===== src/rtl/bus_write_sequencer.sv =====
// bus_write_sequencer: queues write commands in a small FIFO and replays each
// one onto a shared data bus as a SETUP cycle (bus stable, no enables)
// followed by a WRITE cycle (selected register enable(s) high).
module bus_write_sequencer #(
  parameter int DEPTH = 4
) (
  input  logic        Clock,
  input  logic        Reset,
  input  logic        cmd_valid,
  output logic        cmd_ready,
  input  logic [1:0]  cmd_dst,
  input  logic        cmd_bcast,
  input  logic [15:0] cmd_data,
  output logic [15:0] data_bus,
  output logic        A_en,
  output logic        B_en,
  output logic        C_en,
  output logic        D_en,
  output logic        busy,
  output logic [4:0]  fifo_count
);

  localparam int         PTR_W     = (DEPTH > 1) ? $clog2(DEPTH) : 1;
  localparam logic [4:0] DEPTH_CNT = 5'(DEPTH);

  typedef enum logic [1:0] {
    IDLE  = 2'd0,
    SETUP = 2'd1,
    WRITE = 2'd2
  } state_t;

  state_t            r_state;
  state_t            w_nextState;
  logic [18:0]       r_mem [DEPTH];
  logic [PTR_W-1:0]  r_wrPtr;
  logic [PTR_W-1:0]  r_rdPtr;
  logic [4:0]        r_count;
  logic [18:0]       r_hold;
  logic [3:0]        r_en;
  logic              w_push;
  logic              w_pop;
  logic              w_ready;
  logic [3:0]        w_enNext;

  // Ready only looks at occupancy, so a full FIFO refuses even when a pop
  // happens on the same edge; it also keeps tracking the count during reset.
  assign w_ready    = (r_count < DEPTH_CNT);
  assign w_push     = cmd_valid && w_ready;
  assign cmd_ready  = w_ready;
  assign fifo_count = r_count;
  assign busy       = (r_state != IDLE) || (r_count != 5'd0);
  assign data_bus   = r_hold[15:0];
  assign A_en       = r_en[0];
  assign B_en       = r_en[1];
  assign C_en       = r_en[2];
  assign D_en       = r_en[3];

  // Storage array for queued commands {bcast, dst, data}; entries need no reset.
  always_ff @(posedge Clock) begin
    if (Reset && w_push) begin
      r_mem[r_wrPtr] <= {cmd_bcast, cmd_dst, cmd_data};
    end
  end

  // State register plus FIFO pointers, occupancy, hold register and enables.
  always_ff @(posedge Clock) begin
    if (!Reset) begin
      r_state <= IDLE;
      r_wrPtr <= '0;
      r_rdPtr <= '0;
      r_count <= 5'd0;
      r_hold  <= 19'd0;
      r_en    <= 4'd0;
    end else begin
      r_state <= w_nextState;
      r_en    <= w_enNext;
      if (w_push) begin
        r_wrPtr <= r_wrPtr + 1'b1;
      end
      if (w_pop) begin
        r_rdPtr <= r_rdPtr + 1'b1;
        r_hold  <= r_mem[r_rdPtr];
      end
      if (w_push && !w_pop) begin
        r_count <= r_count + 5'd1;
      end else if (w_pop && !w_push) begin
        r_count <= r_count - 5'd1;
      end
    end
  end

  // Next-state logic: a transfer is always SETUP then WRITE; leave WRITE or
  // IDLE straight into SETUP whenever another command is waiting.
  always_comb begin
    w_nextState = r_state;
    case (r_state)
      IDLE:    w_nextState = (r_count != 5'd0) ? SETUP : IDLE;
      SETUP:   w_nextState = WRITE;
      WRITE:   w_nextState = (r_count != 5'd0) ? SETUP : IDLE;
      default: w_nextState = IDLE;
    endcase
  end

  // Output decode: pop in IDLE/WRITE when non-empty, and compute the enable
  // pattern that becomes visible during the WRITE cycle after SETUP.
  always_comb begin
    w_pop    = 1'b0;
    w_enNext = 4'd0;
    case (r_state)
      IDLE:  w_pop = (r_count != 5'd0);
      WRITE: w_pop = (r_count != 5'd0);
      SETUP: w_enNext = r_hold[18] ? 4'hF : (4'b0001 << r_hold[17:16]);
      default: begin
        w_pop    = 1'b0;
        w_enNext = 4'd0;
      end
    endcase
  end

endmodule


===== config.mk =====
export PLATFORM = sky130hd
export DESIGN_NAME = bus_write_sequencer
export DESIGN_NICKNAME = d
export VERILOG_FILES = /design/src/rtl/bus_write_sequencer.sv
export SDC_FILE = /design/constraint.sdc
export NUM_CORES = 1
export LEC_CHECK = 0
export BUFFER_PORTS_ARGS = -buffer_cell sky130_fd_sc_hd__buf_2
export CAP_MARGIN = 0
export CORE_ASPECT_RATIO = 0.7
export CORE_MARGIN = 2
export CORE_UTILIZATION = 45
export CTS_CLUSTER_SIZE = 24
export DETAILED_ROUTE_END_ITERATION = 8
export SLEW_MARGIN = 5
export SYNTH_ARGS = -nofsm -noshare
export SYNTH_HDL_FRONTEND = slang
export SYNTH_SLANG_ARGS = --single-unit

===== constraint.sdc =====
create_clock -name Clock -period 5.2 [get_ports Clock]
set_input_delay 0.52 -clock Clock [delete_from_list [all_inputs] [get_ports Clock]]
set_output_delay 0.52 -clock Clock [all_outputs]
set_load 0.1 [all_outputs]

==> key figures <==
Logic synthesis
  • Post-Syn Area per Cell: 15.4 um2
  • Post-synth ARST share: 0%
  • Seq cells post-synth: 110
  • Count leader, synth: edfxtp_1
  • Synth Cell Area: 4360 um2
  • Synth top area cells: edfxtp_1, dfxtp_1, mux4_2
  • Top cells by count, synth: edfxtp_1, nand2_1, dfxtp_1
  • EDFF count, synth: 76
  • Post-synth top area cell: edfxtp_1
  • Mapped Cells: 283
  • Yosys warning total: 0
  • Library cells used by synthesis: 30
  • Yosys top cell area share: 52.4%
  • Dominant register cell in the synthesized netlist: edfxtp_1
  • Post-Syn Nets: 314
  • Post-synthesis sequential area ratio: 68.0%

Floorplanning
  • Die Footprint: 10500 um2
  • I/O Pins: 49
  • Initial Utilization: 45.5%
  • Die width: 122 um
  • CORE AREA: 9570 um2
  • # rows: 30
  • Die Ht: 86.3 um

Route
  • DRC Markers: 0
  • Via Count: 2275
  • Post-route ant nets: 0
  • Detailed-route wire length: 7500 um
  • First drt pass iteration count: 4
  • Routed len/inst: 16.7 um
  • Vias/cell: 5.08
  • First DRT Iteration DRCs: 145

Global route
  • Initial antenna violation count: 0
  • Largest net degree at the start of global routing: 37
  • Vias in the first global route: 2222
  • First-pass GRT wire length: 11800 um
  • Total grt overflow: 0
  • Global Route Usage Sum: 15.6%

Placed design
  • Instance area after placement: 4590 um2
  • Placed cells: 432
  • Gpl congestion: 0.745
  • PortBufs: 48
  • Post-DP HPWL: 4830 um

Clocking
  • Hold_buf cts: 0
  • CTS tree: done
  • Inserted Clock Buffers: 9
  • Setup bufs post-CTS: 0
  • Clk root buf: clkbuf_16
  • Clock Sinks: 110
  • Htree depth: 3
  • Post_cts resized: 0
  • Worst-skew pair later-pin latency: 340 ps
  • CTS clk-pin slew, worst paths: 70 ps
  • Longest Clk Path Bufs: 2

STA
  • Slew HR: 33.3%
  • Final worst-path cycle share: 59.0%
  • Slew Viols, Final: 0
  • Slew @ Worst Pin: 999 ps
  • RSZ-0062 raised after global routing: false
  • Post-route minimum period: 3070 ps
  • Endpoints failing setup: 0
  • Fmax: 0.326 GHz
  • Hold Vio Cnt, Final: 0
  • TNS Setup: 0 ps
  • Worst hold margin: 387 ps
  • Max Clock Skew: 4.34 ps

Critical path
  • Critical path peak fanout: 22
  • Reg2reg end: fifo_count[4]$_SDFFE_PN0P_
  • WP buf/inv: 3
  • CP Launch Type: register
  • Reg2Reg Launch Point: fifo_count[2]$_SDFFE_PN0P_
  • Crit. End Element: register
  • Critical path's slowest cell: dfxtp_1
  • Worst setup path category: reg -> reg
  • CP Cell Sequence: nor3_4, a21oi_2, buf_4, inv_2, ha_1, inv_1, fa_1, a2111o_1, a21oi_1, xor2_1, and2_1
  • Worst path top cell family by delay: adder cells
  • Worst EP required: 5490 ps
  • Reg2reg path depth: 11
  • Flop2flop setup slack: 2130 ps
  • Worst Path Arrival: 3350 ps
  • Largest stage delay on the critical path: 420 ps

Layout
  • Antenna Diode Count: 0
  • FILL cells: 805
  • Final cell count without fillers: 448
  • # nets final: 346
  • Fin area: 4910 um2
  • Share of cells above drive strength 1: 28.7%
  • Area Growth Syn to Fin: 12.6%

Hold path
  • Hold path cells: 1
  • Hold EP: r_mem[1][8]$_DFFE_PP_
  • Classification of the worst-slack hold path: in -> reg
  • Hold path start: cmd_data[8]

Status
  • Status: finished, final reports clean

Flow run
  • Max cap viols: 0
routing by layer:
layer	share of wire (%)	vias to the layer above	track usage, %	wire length [um]
met1	46	1140	20.2	3450
met5	0	-	0	0
met3	4.9	7	6.18	368
met2	48	48	25.1	3600
met4	0.99	0	3.45	74
li1	-	1080	-	-
metrics by stage:
stage | worst slack, ps | utilization, %
floorplan | 1460 | -
global placement | 2210 | 47.9
detailed placement | 2160 | 47.9
CTS | 2140 | 51.3
global route | 1920 | 51.3
finish | 2130 | 51.3
registers in the layout, indices dropped and copies added, names as in the netlist:
register    count
r_state         2
r_rdPtr         2
r_wrPtr         2
fifo_count      5
r_en            4
r_mem          76
r_hold         19
kinds of logic (layout without fill, tap and decap cells):
family / after synthesis / after routing / synth area share (%)
compound gates: 32 / 32 / 5.08
xor+xnor: 5 / 5 / 1.01
fa+ha+maj: 9 / 9 / 2.76
buf+inv: 36 / 73 / 4.88
flops: 110 / 110 / 68.0
mux: 22 / 22 / 10.5
simple gates: 69 / 69 / 7.75
cell usage in the layout (no fill, tap or decap):
cell type	netlist	final
edfxtp_1	76	76
buf_2	2	48
nand2_1	42	42
dfxtp_1	34	34
mux4_2	19	19
a21boi_1	19	19
clkbuf_16	0	9
nor2_1	8	8
ha_1	8	8
a21oi_1	7	7
inv_1	6	6
and2_1	6	6
and3_2	4	4
xnor2_1	4	4
mux2i_1	3	3
nand3_1	2	2
nor2b_1	2	2
nand2b_1	2	2
o21ai_0	2	2
bufinv_16	0	2
buf_4	20	2
nor3_4	1	1
a21oi_2	1	1
inv_2	1	1
nor4b_4	1	1
nand3b_1	1	1
a2111o_1	1	1
xor2_1	1	1
a211oi_1	1	1
a31oi_1	1	1
fa_1	1	1
clkinvlp_4	0	1
clkinv_1	0	1
inv_8	0	1
clkinv_2	0	1
inv_6	0	1
final cells by class:
| class | instances | area (um2) | share of cell area (%) |
|---|---|---|---|
| flip-flops and latches | 110 | 2960 | 60.4 |
| multi-input cells | 137 | 1180 | 24.1 |
| repair buffers | 50 | 255 | 5.20 |
| clock buffers | 9 | 225 | 4.59 |
| well taps | 128 | 160 | 3.26 |
| clock inverters | 7 | 96.3 | 1.96 |
| inverters | 7 | 26.3 | 0.535 |
how the worst max path moves through the flow:
stage                               start                         end  slack [ps]  cells after the start
5_1_grt        fifo_count[2]$_SDFFE_PN0P_  fifo_count[4]$_SDFFE_PN0P_        1920                     11
3_3_place_gp   fifo_count[2]$_SDFFE_PN0P_  fifo_count[4]$_SDFFE_PN0P_        2210                     11
6_report       fifo_count[2]$_SDFFE_PN0P_  fifo_count[4]$_SDFFE_PN0P_        2130                     11
2_1_floorplan  fifo_count[2]$_SDFFE_PN0P_  fifo_count[4]$_SDFFE_PN0P_        1460                     11
3_5_place_dp   fifo_count[2]$_SDFFE_PN0P_  fifo_count[4]$_SDFFE_PN0P_        2160                     11
4_1_cts        fifo_count[2]$_SDFFE_PN0P_  fifo_count[4]$_SDFFE_PN0P_        2140                     11
Power is not shown: default switching activity piles up to over one toggle a cycle in this logic, so the estimate is an artifact.
